==> config.mk <==
export PLATFORM = sky130hd
export DESIGN_NAME = mul_div_unit_iter_flat
export DESIGN_NICKNAME = d
export VERILOG_FILES = /design/src/rtl/mul_div_unit_iter_pkg.sv /design/src/rtl/mul_div_unit_iter_if.sv /design/src/rtl/mul_div_unit_iter_clz_count.sv /design/src/rtl/mul_div_unit_iter.sv /design/src/flat_wrapper.sv
export SDC_FILE = /design/constraint.sdc
export NUM_CORES = 1
export LEC_CHECK = 0
export BUFFER_PORTS_ARGS = -buffer_cell sky130_fd_sc_hd__buf_2
export CAP_MARGIN = 20
export CORE_MARGIN = 5
export CORE_UTILIZATION = 32
export CTS_BUF_LIST = sky130_fd_sc_hd__clkbuf_8 sky130_fd_sc_hd__clkbuf_16
export DETAILED_ROUTE_END_ITERATION = 6
export GPL_TIMING_DRIVEN = 0
export PLACE_DENSITY = 0.47
export SLEW_MARGIN = 15
export SYNTH_ARGS = -nofsm -noshare
export SYNTH_HDL_FRONTEND = slang
export SYNTH_SLANG_ARGS = --single-unit
export TNS_END_PERCENT = 100
==> constraint.sdc <==
create_clock -name clk -period 10.6 [get_ports clk]
set_input_delay 0.53 -clock clk [delete_from_list [all_inputs] [get_ports clk]]
set_output_delay 0.53 -clock clk [all_outputs]
set_load 0.005 [all_outputs]
==> src/rtl/mul_div_unit_iter_pkg.sv <==
`default_nettype none
// +----------------------------------------------------------------------------+
// | Module   : mul_pkg                                                          |
// | Purpose  : Shared definitions for the iterative multiply / count unit:      |
// |            func codes, FSM state encoding and op-classification helpers.    |
// | Revision : 1.0 - initial release                                            |
// +----------------------------------------------------------------------------+
package mul_pkg;

  localparam int FUNC_W = 6;

  // Op-select codes driven by the decoder on `func`.
  localparam logic [FUNC_W-1:0] MADD  = 6'h00;
  localparam logic [FUNC_W-1:0] MADDU = 6'h01;
  localparam logic [FUNC_W-1:0] MUL   = 6'h02;
  localparam logic [FUNC_W-1:0] MSUB  = 6'h04;
  localparam logic [FUNC_W-1:0] MSUBU = 6'h05;
  localparam logic [FUNC_W-1:0] MULT  = 6'h18;
  localparam logic [FUNC_W-1:0] MULTU = 6'h19;
  localparam logic [FUNC_W-1:0] CLZ   = 6'h20;
  localparam logic [FUNC_W-1:0] CLO   = 6'h21;

  typedef enum logic [1:0] {
    IDLE   = 2'd0,
    CALC   = 2'd1,
    COUNT  = 2'd2,
    FINISH = 2'd3
  } state_e;

  // Signed multiply ops operate on magnitudes and fix the sign at the end.
  function automatic logic is_signed(input logic [FUNC_W-1:0] func);
    return (func == MUL) || (func == MULT) || (func == MADD) || (func == MSUB);
  endfunction

  function automatic logic is_count(input logic [FUNC_W-1:0] func);
    return (func == CLZ) || (func == CLO);
  endfunction

  function automatic logic is_valid_func(input logic [FUNC_W-1:0] func);
    return is_signed(func) || is_count(func) ||
           (func == MULTU) || (func == MADDU) || (func == MSUBU);
  endfunction

endpackage
`default_nettype wire

==> src/rtl/mul_div_unit_iter_if.sv <==
`default_nettype none
// +----------------------------------------------------------------------------+
// | Module   : mul_div_unit_iter_if                                             |
// | Purpose  : Request / response bundle between the EX-stage decoder and the   |
// |            iterative multiply / count unit.                                 |
// | Ports    : master - decoder side (drives start/func/operands/flush/MTHI/LO) |
// |            slave  - unit side (drives busy/done/result/hi/lo)               |
// | Revision : 1.0 - initial release                                            |
// +----------------------------------------------------------------------------+
interface mul_div_unit_iter_if #(
  parameter int WIDTH = 32
) ();
  import mul_pkg::*;

  logic              start;
  logic [FUNC_W-1:0] func;
  logic [WIDTH-1:0]  a;
  logic [WIDTH-1:0]  b;
  logic              flush;
  logic              wr_hi;
  logic              wr_lo;
  logic [WIDTH-1:0]  wr_data;
  logic              busy;
  logic              done;
  logic [WIDTH-1:0]  result;
  logic [WIDTH-1:0]  hi;
  logic [WIDTH-1:0]  lo;

  modport master (
    output start, func, a, b, flush, wr_hi, wr_lo, wr_data,
    input  busy, done, result, hi, lo
  );

  modport slave (
    input  start, func, a, b, flush, wr_hi, wr_lo, wr_data,
    output busy, done, result, hi, lo
  );

endinterface
`default_nettype wire

==> src/rtl/mul_div_unit_iter_clz_count.sv <==
`default_nettype none
// +----------------------------------------------------------------------------+
// | Module   : clz_count                                                        |
// | Purpose  : Combinational leading-zero counter. Returns WIDTH for an         |
// |            all-zero input. Leading ones are counted by feeding ~value.      |
// | Ports    : value (WIDTH in), count (CNT_W out)                              |
// | Revision : 1.0 - initial release                                            |
// +----------------------------------------------------------------------------+
module clz_count #(
  parameter int WIDTH = 32,
  parameter int CNT_W = 6
) (
  input  logic [WIDTH-1:0] value,
  output logic [CNT_W-1:0] count
);

  // Ascending scan: the highest set bit is the last to overwrite the count.
  always_comb begin
    count = CNT_W'(WIDTH);
    for (int i = 0; i < WIDTH; i++) begin
      if (value[i]) count = CNT_W'(WIDTH - 1 - i);
    end
  end

endmodule
`default_nettype wire

==> src/rtl/mul_div_unit_iter.sv <==
`default_nettype none
// +----------------------------------------------------------------------------+
// | Module   : mul_div_unit_iter                                                |
// | Purpose  : Iterative radix-2 multiply / multiply-accumulate unit with       |
// |            CLO/CLZ, owning the architectural HI/LO registers.               |
// | Ports    : clk, rst (sync, active high)                                     |
// |            bus (slave) - start/func/a/b/flush/wr_hi/wr_lo/wr_data in,       |
// |                          busy/done/result/hi/lo out                         |
// | Revision : 1.0 - initial release                                            |
// +----------------------------------------------------------------------------+
module mul_div_unit_iter
  import mul_pkg::*;
#(
  parameter int WIDTH = 32,
  parameter int CNT_W = 6
) (
  input  logic                clk,
  input  logic                rst,
  mul_div_unit_iter_if.slave  bus
);

  localparam int PW = 2 * WIDTH;

  state_e            state_q,  state_d;
  logic [FUNC_W-1:0] func_q,   func_d;
  logic              sign_q,   sign_d;
  logic [WIDTH-1:0]  a_q,      a_d;
  logic [WIDTH-1:0]  mcand_q,  mcand_d;
  logic [PW-1:0]     acc_q,    acc_d;
  logic [CNT_W-1:0]  iter_q,   iter_d;
  logic              busy_q,   busy_d;
  logic [WIDTH-1:0]  result_q, result_d;
  logic [WIDTH-1:0]  hi_q,     hi_d;
  logic [WIDTH-1:0]  lo_q,     lo_d;

  logic              w_signed_op;
  logic [WIDTH-1:0]  w_mag_a;
  logic [WIDTH-1:0]  w_mag_b;
  logic [WIDTH:0]    w_sum;
  logic [PW-1:0]     w_step;
  logic [PW-1:0]     w_prod;
  logic [PW-1:0]     w_final;
  logic [CNT_W-1:0]  w_cnt;
  logic [WIDTH-1:0]  w_cnt_ext;
  logic              w_done;

  assign w_signed_op = is_signed(bus.func);
  assign w_mag_a     = (w_signed_op && bus.a[WIDTH-1]) ? -bus.a : bus.a;
  assign w_mag_b     = (w_signed_op && bus.b[WIDTH-1]) ? -bus.b : bus.b;

  // acc holds {partial product, remaining multiplier bits}; the multiplier
  // LSB selects whether the multiplicand is added before the right shift.
  assign w_sum  = {1'b0, acc_q[PW-1:WIDTH]} + {1'b0, {WIDTH{acc_q[0]}} & mcand_q};
  assign w_step = {w_sum, acc_q[WIDTH-1:1]};
  assign w_prod = sign_q ? -w_step : w_step;

  // Final {hi,lo} (or MUL product) is staged into acc on the last CALC edge.
  // HI/LO cannot change while busy, so accumulating against hi_q/lo_q here
  // matches committing in FINISH.
  always_comb begin
    w_final = w_prod;
    if ((func_q == MADD) || (func_q == MADDU)) begin
      w_final = {hi_q, lo_q} + w_prod;
    end else if ((func_q == MSUB) || (func_q == MSUBU)) begin
      w_final = {hi_q, lo_q} - w_prod;
    end
  end

  clz_count #(
    .WIDTH (WIDTH),
    .CNT_W (CNT_W)
  ) u_clz_count (
    .value ((func_q == CLO) ? ~a_q : a_q),
    .count (w_cnt)
  );

  assign w_cnt_ext = {{(WIDTH - CNT_W){1'b0}}, w_cnt};

  // done is qualified by flush in the same cycle so a flush landing on the
  // completing cycle suppresses both the pulse and the HI/LO/result commit.
  assign w_done     = ((state_q == FINISH) || (state_q == COUNT)) && !bus.flush;
  assign bus.done   = w_done;
  assign bus.busy   = busy_q;
  assign bus.hi     = hi_q;
  assign bus.lo     = lo_q;
  assign bus.result = !w_done ? result_q
                    : ((state_q == COUNT) ? w_cnt_ext : acc_q[WIDTH-1:0]);

  always_comb begin
    state_d  = state_q;
    func_d   = func_q;
    sign_d   = sign_q;
    a_d      = a_q;
    mcand_d  = mcand_q;
    acc_d    = acc_q;
    iter_d   = iter_q;
    result_d = result_q;
    hi_d     = hi_q;
    lo_d     = lo_q;

    case (state_q)
      IDLE: begin
        if (bus.wr_hi) hi_d = bus.wr_data;
        if (bus.wr_lo) lo_d = bus.wr_data;
        if (bus.start && !bus.flush && is_valid_func(bus.func)) begin
          func_d  = bus.func;
          a_d     = bus.a;
          sign_d  = w_signed_op && (bus.a[WIDTH-1] ^ bus.b[WIDTH-1]);
          mcand_d = w_mag_a;
          acc_d   = {{WIDTH{1'b0}}, w_mag_b};
          iter_d  = CNT_W'(WIDTH - 1);
          state_d = is_count(bus.func) ? COUNT : CALC;
        end
      end

      CALC: begin
        if (bus.flush) begin
          state_d = IDLE;
        end else if (iter_q == '0) begin
          acc_d   = w_final;
          state_d = FINISH;
        end else begin
          acc_d  = w_step;
          iter_d = iter_q - 1'b1;
        end
      end

      COUNT: begin
        if (!bus.flush) result_d = w_cnt_ext;
        state_d = IDLE;
      end

      FINISH: begin
        if (!bus.flush) begin
          result_d = acc_q[WIDTH-1:0];
          if (func_q != MUL) begin
            hi_d = acc_q[PW-1:WIDTH];
            lo_d = acc_q[WIDTH-1:0];
          end
        end
        state_d = IDLE;
      end

      default: state_d = IDLE;
    endcase

    busy_d = (state_d != IDLE);
  end

  always_ff @(posedge clk) begin
    if (rst) begin
      state_q  <= IDLE;
      func_q   <= '0;
      sign_q   <= 1'b0;
      a_q      <= '0;
      mcand_q  <= '0;
      acc_q    <= '0;
      iter_q   <= '0;
      busy_q   <= 1'b0;
      result_q <= '0;
      hi_q     <= '0;
      lo_q     <= '0;
    end else begin
      state_q  <= state_d;
      func_q   <= func_d;
      sign_q   <= sign_d;
      a_q      <= a_d;
      mcand_q  <= mcand_d;
      acc_q    <= acc_d;
      iter_q   <= iter_d;
      busy_q   <= busy_d;
      result_q <= result_d;
      hi_q     <= hi_d;
      lo_q     <= lo_d;
    end
  end

endmodule
`default_nettype wire

==> src/flat_wrapper.sv <==
// flat-port wrapper written by rule: the top's interface ports become plain ports
module mul_div_unit_iter_flat import mul_pkg::*;
#(
  parameter int WIDTH = 32,
  parameter int CNT_W = 6
)
  (clk, rst, bus_start, bus_func, bus_a, bus_b, bus_flush, bus_wr_hi, bus_wr_lo, bus_wr_data, bus_busy, bus_done, bus_result, bus_hi, bus_lo);
  mul_div_unit_iter_if #(.WIDTH(WIDTH)) bus_i ();
  input  logic clk;
  input  logic rst;
  input wire logic [$bits(bus_i.start)-1:0] bus_start;
  input wire logic [$bits(bus_i.func)-1:0] bus_func;
  input wire logic [$bits(bus_i.a)-1:0] bus_a;
  input wire logic [$bits(bus_i.b)-1:0] bus_b;
  input wire logic [$bits(bus_i.flush)-1:0] bus_flush;
  input wire logic [$bits(bus_i.wr_hi)-1:0] bus_wr_hi;
  input wire logic [$bits(bus_i.wr_lo)-1:0] bus_wr_lo;
  input wire logic [$bits(bus_i.wr_data)-1:0] bus_wr_data;
  output wire logic [$bits(bus_i.busy)-1:0] bus_busy;
  output wire logic [$bits(bus_i.done)-1:0] bus_done;
  output wire logic [$bits(bus_i.result)-1:0] bus_result;
  output wire logic [$bits(bus_i.hi)-1:0] bus_hi;
  output wire logic [$bits(bus_i.lo)-1:0] bus_lo;
  assign bus_i.start = bus_start;
  assign bus_i.func = bus_func;
  assign bus_i.a = bus_a;
  assign bus_i.b = bus_b;
  assign bus_i.flush = bus_flush;
  assign bus_i.wr_hi = bus_wr_hi;
  assign bus_i.wr_lo = bus_wr_lo;
  assign bus_i.wr_data = bus_wr_data;
  assign bus_busy = bus_i.busy;
  assign bus_done = bus_i.done;
  assign bus_result = bus_i.result;
  assign bus_hi = bus_i.hi;
  assign bus_lo = bus_i.lo;
  mul_div_unit_iter #(.WIDTH(WIDTH), .CNT_W(CNT_W)) u_core (.clk(clk), .rst(rst), .bus(bus_i));
endmodule
; After elaboration in Yosys (flattened, before gate mapping)
; Index checks and enable logic that the tools add are counted.
; Widths: inputs -> output; s select.
[word_totals]
elab_cells = 142
reg_bits = 240
output_inout_bits = 98
in_bits = 108
[classes]
eq_ne = 24
n_mux = 64
reduce_logical = 33
n_addsub = 7
bitwise_logic = 3
[op_table]
columns = cell, count
row1 = $mux 32, 13
row2 = $mux 64, 6
row3 = $mux 6, 35
row4 = $pmux 32 s2, 3
row5 = $pmux 64 s2, 1
row6 = $add 64x64->64, 1
row7 = $neg 32->32, 2
row8 = $neg 64->64, 1
row9 = $sub 64x64->64, 1
row10 = $add 32x32->33, 1
row11 = $and 32x32->32, 1
row12 = $not 32->32, 1
row13 = $eq 6x3->1 const B, 4
row14 = $eq 6x6->1 const B, 3
row15 = $logic_not 6->1, 3
row16 = $ne 2x2->1 const B, 7
row17 = $eq 6x1->1 const B, 2
row18 = $eq 6x5->1 const B, 2
row19 = $pmux 6 s2, 1
row20 = $reduce_and 4->1, 3
row21 = $logic_or 1x1->1, 11
row22 = $mux 2, 4
row23 = $reduce_bool 2->1, 4
row24 = $eq 6x2->1 const B, 1
row25 = other kinds (13), 20

; Depth between registers and ports, before layout
; Gate-level depths: netlist of the first run.
[logic_depth]
depth_word = 36
depth_mapped = 30
depth_no_buf = 29

; By module
; Synthesis of the first run repeated with hierarchy kept, for this count alone.
[hier_totals]
cells_unflattened = 3290
hier_area_um2 = 23566.4
[modules_own_cells]
columns = mod, seq_area_each_um2, n_inst, area_per_inst_um2, cells_each
row1 = mul_div_unit_iter, 4784.6, 1, 23198.5, 3225
row2 = clz_count, 0.0, 1, 367.9, 65

; Worst setup path before layout of the first run
; Ideal clock, no wire load.
[synth_path]
path_type = register to register
start = reg u_core.acc_q[0]
end = reg u_core.acc_q[61]
n_path_buf = 2
period_less_slack_ps = 5793
setup_time_ps = 131
path_stages_with_launch = 28
required_time_ps = 10469
slack_ps = 4807
arrival_ps = 5662
path_cell_list = dfxtp_1 > clkbuf_1 > nand2_1 > inv_1 > ha_1 > a211oi_2 > o21ai_1 > a21boi_0 > o211ai_1 > o311ai_1 > o21ai_0 > or3_1 > or2_1 > o21ai_0 > xor2_1 > inv_1 > ha_1 > clkbuf_1 > inv_1 > nand3_1 > or4_1 > o2111ai_1 > nand3_1 > o311a_1 > o31ai_2 > xnor2_1 > a221oi_1 > o22ai_1
[synth_via]
elab_chain_cells = 10
elab_cells_between_ends = 11
cone_classes = 4 x add/sub / 6 x mux / 1 x bitwise
[synth_rtl]
columns = element, line_no
row1 = "start, declared", mul_div_unit_iter.sv:29  ; logic [PW-1:0] acc_q, acc_d;
row2 = "start signal, assigned", mul_div_unit_iter.sv:157  ; acc_q <= '0;
row3 = "start signal, assigned", mul_div_unit_iter.sv:169  ; acc_q <= acc_d;
row4 = $and 32x32->32 *, mul_div_unit_iter.sv:53  ; assign w_sum = {1'b0, acc_q[PW-1:WIDTH]} + {1'b0, {WIDTH{acc_q[0]}} & mcand_q};
row5 = $add 32x32->33 *, mul_div_unit_iter.sv:53
row6 = $neg 64->64, mul_div_unit_iter.sv:55  ; assign w_prod = sign_q ? -w_step : w_step;
row7 = $mux 64, mul_div_unit_iter.sv:55
row8 = $sub 64x64->64, mul_div_unit_iter.sv:65  ; w_final = {hi_q, lo_q} - w_prod;
row9 = $mux 64, mul_div_unit_iter.sv:64  ; end else if ((func_q == MSUB) || (func_q == MSUBU)) begin
row10 = $mux 64, mul_div_unit_iter.sv:62  ; if ((func_q == MADD) || (func_q == MADDU)) begin
row11 = $mux 64 *, mul_div_unit_iter.sv:119  ; end else if (iter_q == '0) begin
row12 = $mux 64 *, mul_div_unit_iter.sv:117  ; if (bus.flush) begin
row13 = $pmux 64 s2 *, mul_div_unit_iter.sv:101  ; case (state_q)
; Every way passes the cells marked *; elsewhere a longest branch is shown, timed or not. The select of a mux whose other input is x is not followed.
; A chain may end at the register's enable or synchronous reset.

; Worst setup path after layout of the first run
[layout_path]
start = reg u_core.acc_q[0]
end = reg u_core.acc_q[53]
; Same word-level chain as after synthesis.

==> metrics.md, run 1 <==
| Metric | Value |
|---|---|
| Area share of the largest cell type after synthesis | `0.204` |
| Hold buffers post-CTS | `0` |
| CP Class | `flop to flop` |
| Crit path DAT | `8.55 ns` |
| Seq/Total Area, Yosys | `0.204` |
| Vias in the first global route | `24300` |
| Drt pass-1 iters | `6` |
| Count leader, synth | `a21oi_1` |
| 1st-iter DRT viols | `3056` |
| HP Class | `input pin to flop` |
| F_max | `0.123 GHz` |
| Die height | `281 microns` |
| First-pass GRT wire length | `167000 microns` |
| Register bit total from synthesis | `239` |
| Async set or reset register ratio after synthesis | `0` |
| Fin crit share | `0.767` |
| Core Area | `72800 sq um` |
| Vias | `26600` |
| Clock Sinks | `239` |
| Clk buf depth | `3` |
| Resize count post-CTS | `0` |
| Synth Warn # | `0` |
| Area Growth Syn to Fin | `13.6%` |
| Chip width | `281 microns` |
| Fillers | `8033` |
| FP Rows | `99` |
| Htree depth | `1` |
| Setup violators final | `0` |
| Setup ws final | `2.47 ns` |
| CTS tree | `done` |
| Pwr dens | `108 nW/um^2` |
| Synth Instances | `3296` |
| Layout cells sized above 1 | `0.0912` |
| Die area | `78900 sq um` |
| EDFF count, synth | `0` |
| Port bufs | `203` |
| Top cells by area, synth | `dfxtp_1, a21oi_1, ha_1, nor2_1, a211oi_1` |
| Clk pin slew, worst setup/hold paths | `0.06 ns` |
| GRT overflow | `0` |
| Final GP Congestion | `0.961` |
| Post-Synth Adder-Cell Area | `0.0910` |
| Pre-CTS WS | `2.63 ns` |
| Clk root buf | `clkbuf_16` |
| Total Nets Final | `3808` |
| Critical Path RT | `11.02 ns` |
| Initial antenna violation count | `7` |
| Boundary Pins | `206` |
| Final Hold Viols | `0` |
| Top_reg_cell synth | `dfxtp_1` |
| Synth Area in XOR/XNOR | `0.0671` |
| Overall global routing resource usage | `0.278` |
| Average via count per standard cell | `5.88` |
| Post-synthesis simple-gate area fraction | `0.221` |
| Startpoint types | `flop` |
| Final antenna-violating net count | `0` |
| Normalized max-slew margin | `0.210` |
| Worst Max-Slew Pin Slew | `1.18 ns` |
| Worst VDD drop | `0.0997 mV` |
| Final Max Tran Viols | `0` |
| Compound-Gate Fraction of Synth Area | `0.347` |
| HPWL after DPL | `95300 microns` |
| Post-CTS setup buffer count | `0` |
| Syn avg cell area | `7.12 sq um` |
| Initial core utilization | `0.322` |
| Synth top cells by count | `a21oi_1, nor2_1, nand2_1` |
| # DRC | `0` |
| Non-filler cells, final | `4517` |
| Total CTS buffers | `29` |
| Post-synthesis mux area share | `0.00256` |
| Final Skew | `0.0447 ns` |
| Unrepaired setup endpoints after global routing | `no` |
| Total Wirelength | `116000 microns` |
| DR WL/cell | `25.7 microns` |
| Clk_lat worst skew | `0.60 ns` |
| Final Critical Period | `8.13 ns` |
| Yosys top cell by area | `dfxtp_1` |
| Yosys cell types | `108` |
| Outcome | `finished, final reports clean` |
| Crit path max fanout | `10` |
| Maxcap violations | `0` |
| Leakage | `10.6 nW` |
| Largest family of logic cells by synthesized area | `compound AO/OA/AOI/OAI gates` |
| Syn nets | `3573` |
| Hold Slack | `0.214 ns` |
| Setup TNS | `0 ns` |
| Dpl cells | `4458` |
| Synthesized cell area | `23500 sq um` |
| Crit end category | `flop` |
| Largest net degree at the start of global routing | `15` |
## state kept, by name (all words and copies together), names as in the netlist
name             count
u_core.a_q          31
u_core.mcand_q      32
u_core.result_q     32
u_core.iter_q        6
u_core.acc_q        64
u_core.state_q       2
u_core.bus.lo       32
u_core.bus.hi       32
u_core.bus.busy      1
u_core.func_q        6
u_core.sign_q        1
## path summary, 6_finish.rpt
path / startpoint / end / slack, ns / cells after the start
worst max-delay path: u_core.acc_q[0] / u_core.acc_q[53] / 2.47 / 26
worst max register to register: u_core.acc_q[0] / u_core.acc_q[53] / 2.47 / 26
worst min register to register: u_core.mcand_q[31] / u_core.mcand_q[31] / 0.45 / 2
worst min-delay path: bus_a[0] / u_core.mcand_q[0] / 0.21 / 3
## critical path: stages (launching register included)
cell and delay, ns:
dfxtp_1 0.61, clkbuf_1 0.35, nand2_1 0.23, inv_1 0.10, ha_1 0.23, a211oi_2 0.31, o21ai_1 0.19, a21boi_0 0.43
o211ai_1 0.14, o311ai_1 0.17, o21ai_0 0.29, or3_1 0.38, or2_1 0.25, o21ai_0 0.19, xor2_1 0.41, inv_1 0.09
ha_1 0.28, clkbuf_1 0.39, inv_1 0.24, nor4_1 0.65, nand2_1 0.11, o221ai_1 0.35, nor2_1 0.17, o21ai_0 0.54
xnor2_1 0.14, a222oi_1 0.54, o22ai_1 0.16
## layout make-up
class	count	area, sq um	area share
Multi-Input combinational cell	2642	17100	0.641
Sequential cell	239	4780	0.179
Tap cell	959	1200	0.0450
Timing Repair Buffer	204	1020	0.0383
Buffer	245	958	0.0359
Clock buffer	37	836	0.0313
Inverter	170	638	0.0239
Clock inverter	16	114	0.00427
Antenna cell	5	12.5	0.000469
## cells in the final DEF, fill, tap and decap left out, types with 31 or more instances in the layout
cell,instances
nor4_1,36
xor2_1,83
nand2_1,252
nor2_1,325
xnor2_1,92
nand3_1,66
a21o_1,40
and2_1,77
a211oi_1,133
nor3_1,62
clkbuf_1,210
dfxtp_1,239
inv_1,173
nor2b_1,61
a21oi_1,416
nand4_1,31
o21bai_1,39
or3_1,31
o31ai_1,50
o21ai_0,182
buf_2,216
o22ai_1,42
ha_1,166
a221oi_1,37
## where the power goes
part | internal [mW] | leakage [nW] | switching (mW)
registers | 0.929 | 1.95 | 0.0524
clock network | 0.577 | 0.484 | 0.442
logic | 0.274 | 8.14 | 0.599
total | 1.78 | 10.6 | 1.09
## cells by family (layout without fill, tap and decap cells)
group                      count (synthesis)  after routing
other                                      0              5
buffers and inverters                    415            672
DFF                                      239            239
and+or+nand+nor                         1055           1055
AOI/OAI and AO/OA                       1235           1235
adders and majority gates                169            169
xor gates and xnor gates                 177            177
muxes                                      6              6
## routing by layer
metal / wire, microns / GRT usage / vias up
met4: 4110 / 0.0845 / 4
met5: 27 / 0 / -
met1: 53000 / 0.409 / 12700
li1: - / - / 12600
met3: 11100 / 0.0531 / 147
met2: 48100 / 0.411 / 1184
## through the flow
stage,power [mW],util,area [sq um]
after floorplan,1.50,-,23500
after global placement,1.85,0.353,25700
after detailed placement,1.84,0.353,25700
after CTS,2.85,0.366,26600
after global routing,2.98,0.366,26700
final,2.87,0.366,26700
Note: power is estimated with default switching activity, not from simulation.
==> inputs of run 2 (changes only) <==
Settings changed: PLACE_DENSITY 0.47 to 0.49.
Clock period 10.6 ns to 7.1 ns, I/O delays scaled along.
==> run 2 against run 1 <==
Net effect: routed wire length shrank 0.90%; non-clock buffer count is the same; fmax grew 18%; global-route usage shrank 0.15 points; worst setup slack lost 2.3 ns; clock power grew 56%; final area grew 1.2%; flip-flop and latch count is the same; sequential power grew 49%; critical path type unchanged; critical endpoint is now u_core.acc_q[63]; largest cell class unchanged.
==> metrics.md, run 2 (synthesis gave the netlist of run 1 again) <==
| Metric | Value |
|---|---|
| Outcome | `finished, final reports clean` |
| Boundary Pins | `206 (unchanged)` |
| Drt pass-1 iters | `6 (unchanged)` |
| Die height | `281 microns (unchanged)` |
| Clk pin slew, worst setup/hold paths | `0.06 ns (about the same)` |
| CP max stage cell | `or3_1` |
| Final Max Tran Viols | `0 (unchanged)` |
| R2R setup slack | `0.21 ns (-2.26 ns)` |
| Largest register FFs | `64 (unchanged)` |
| Fin util | `0.371 (+0.00450)` |
| Final Critical Period | `6.89 ns (-1.24 ns)` |
| Initial core utilization | `0.322 (unchanged)` |
| P_sw | `1.63 mW (+49%)` |
| Clock network power share | `0.364 (+0.009)` |
| Reg power frac | `0.334 (-0.008)` |
| Largest net degree at the start of global routing | `15 (unchanged)` |
| Layout cells sized above 1 | `0.106 (+0.0150)` |
| Crit path max fanout | `10 (unchanged)` |
| Clk buf depth | `3 (unchanged)` |
| Final antenna-violating net count | `0 (unchanged)` |
| Clk_lat worst skew | `0.60 ns (about the same)` |
| Placed Instance Area | `25700 sq um (unchanged)` |
| Normalized max-slew margin | `0.211 (+0.000756)` |
| Clk root buf | `clkbuf_16` |
| Most flop-heavy register | `u_core.acc_q` |
| Port bufs | `203 (unchanged)` |
| Fin crit share | `0.971 (+0.204)` |
| DR WL/cell | `25.5 microns (-0.84%)` |
| Crit path DAT | `7.34 ns (-1.21 ns)` |
| F_max | `0.145 GHz (+18%)` |
| Die area | `78900 sq um (unchanged)` |
| Fillers | `8014 (-0.24%)` |
| Worst VDD drop | `0.182 mV (+82%)` |
| Area Growth Syn to Fin | `15.0%` |
| First-pass GRT wire length | `166000 microns (-0.36%)` |
| Vias in the first global route | `24600 (+1.0%)` |
| Average via count per standard cell | `5.94 (+1.0%)` |
| Worst Max-Slew Pin Slew | `1.17 ns (-0.0119 ns)` |
| Startpoint types | `flop` |
| Crit-path max cell delay | `0.50 ns (-0.15 ns)` |
| Initial antenna violation count | `5 (-2)` |
| Setup violators final | `0 (unchanged)` |
| Final Hold Viols | `0 (unchanged)` |
| Final GP Congestion | `0.972 (+1.2%)` |
| Setup TNS | `0 ns (unchanged)` |
| Total CTS buffers | `28 (-3.4%)` |
| 1st-iter DRT viols | `3127 (+2.3%)` |
| Clock Sinks | `239 (unchanged)` |
| Crit end category | `flop` |
| Chip width | `281 microns (unchanged)` |
| # DRC | `0 (unchanged)` |
| CTS tree | `done` |
| Post-route cell area | `27000 sq um (+1.2%)` |
| HP Class | `input pin to flop` |
| Leakage | `10.7 nW (+1.1%)` |
| Power Internal | `2.75 mW (+54%)` |
| Sequential Area | `4790 sq um (about the same)` |
| Critical Path RT | `7.55 ns (-3.47 ns)` |
| Commonest non-fill, non-tap cell in the layout | `a21oi_1` |
| Footprint of the multi-input gates | `17300 sq um (+1.5%)` |
| Core Area | `72800 sq um (unchanged)` |
| Share of total power in combinational logic | `0.302 (-0.002)` |
| CP Class | `flop to flop` |
| Hold Path Depth | `3 (unchanged)` |
| Number of cells on the worst reg-to-reg path | `26 (unchanged)` |
| Total Nets Final | `3807 (-0.026%)` |
| Vias | `26800 (+0.97%)` |
| Switching share of power | `0.372 (-0.00864)` |
| HPWL after DPL | `94100 microns (-1.3%)` |
| Most frequent cells in the layout | `a21oi_1, nor2_1, nand2_1` |
| Pwr dens | `162 nW/um^2 (+50%)` |
| Total Wirelength | `115000 microns (-0.90%)` |
| GRT overflow | `0 (unchanged)` |
| FP Rows | `99 (unchanged)` |
| Htree depth | `1 (unchanged)` |
| Maxcap violations | `0 (unchanged)` |
| Final Skew | `0.0398 ns (-0.00488 ns)` |
| Overall global routing resource usage | `0.277 (-0.00147)` |
| Unrepaired setup endpoints after global routing | `yes` |
## run 2: changes by cell type in the layout (fill, tap and decap cells not counted), sizes merged
cell and change:
bufinv +4, clkinvlp -2, clkinv +4, diode -1
inv -3, buf +6, clkbuf -11
## run 2: metrics by stage
step / setup slack, ns / cells / hold slack (ns) / power (mW)
global placement: -0.604 / 4458 / 0.453 / 2.75
global route: -0.0338 / 4513 / 0.0414 / 4.54
floorplan: 1.31 / 3296 / 0.427 / 2.25
CTS: 0.0107 / 4511 / 0.0245 / 4.33
detailed placement: -0.648 / 4458 / 0.452 / 2.74
finish: 0.209 / 4514 / 0.0445 / 4.38
## run 2: final timing paths
path	from	endpoint
worst max-delay path	u_core.acc_q[0]	u_core.acc_q[63]
worst min-delay path	bus_a[0]	u_core.mcand_q[0]
worst max register to register	u_core.acc_q[0]	u_core.acc_q[63]
worst min register to register	u_core.mcand_q[31]	u_core.mcand_q[31]
## run 2: per-layer routing
layer / track usage / wire, microns / vias up / share of wire
met4: 0.0965 / 4650 / 2 / 0.040
met5: 0 / 13 / - / 0.00011
li1: - / - / 12600 / -
met3: 0.0652 / 11700 / 160 / 0.10
met1: 0.399 / 51700 / 12800 / 0.45
met2: 0.403 / 47300 / 1310 / 0.41
## run 2: final cells by class
cell class / count / share of cell area
diodes: 4 / 0.000371
plain buffers: 238 / 0.0347
clock buffers: 32 / 0.0280
clock inverters: 19 / 0.00885
inverters: 170 / 0.0236
multi-input cells: 2642 / 0.643
flip-flops and latches: 239 / 0.177
well taps: 959 / 0.0445
repair buffers: 211 / 0.0399
## run 2: critical path: cells and delay by family, from the launching register on
| family | cells | cell delay [ns] |
|---|---|---|
| XOR/XNOR | 2 | 0.56 |
| adder cells (fa/ha/maj) | 2 | 0.56 |
| flip-flops | 1 | 0.47 |
| AND/OR/NAND/NOR | 10 | 2.50 |
| AO/OA/AOI/OAI | 8 | 1.70 |
| buffers and inverters | 4 | 0.91 |
## run 2: power by group through the flow
stage / combinational (mW) / clock (mW) / sequential (mW)
4_1_cts: 1.26 / 1.61 / 1.46
2_1_floorplan: 0.790 / 0 / 1.46
3_3_place_gp: 1.26 / 0 / 1.49
5_1_grt: 1.41 / 1.66 / 1.47
6_report: 1.32 / 1.59 / 1.46
3_5_place_dp: 1.25 / 0 / 1.49
## run 2: what timing repair did
| action | CTS | global route |
|---|---|---|
| hold endpoints to repair | 0 | 0 |
| hold buffers | 0 | 0 |
| gates resized for setup | 11 | 45 |
| endpoints found under the setup margin | 13 | 26 |
| cloned | 0 | 0 |
| setup buffers | 2 | 6 |
| pin swaps | 0 | 4 |
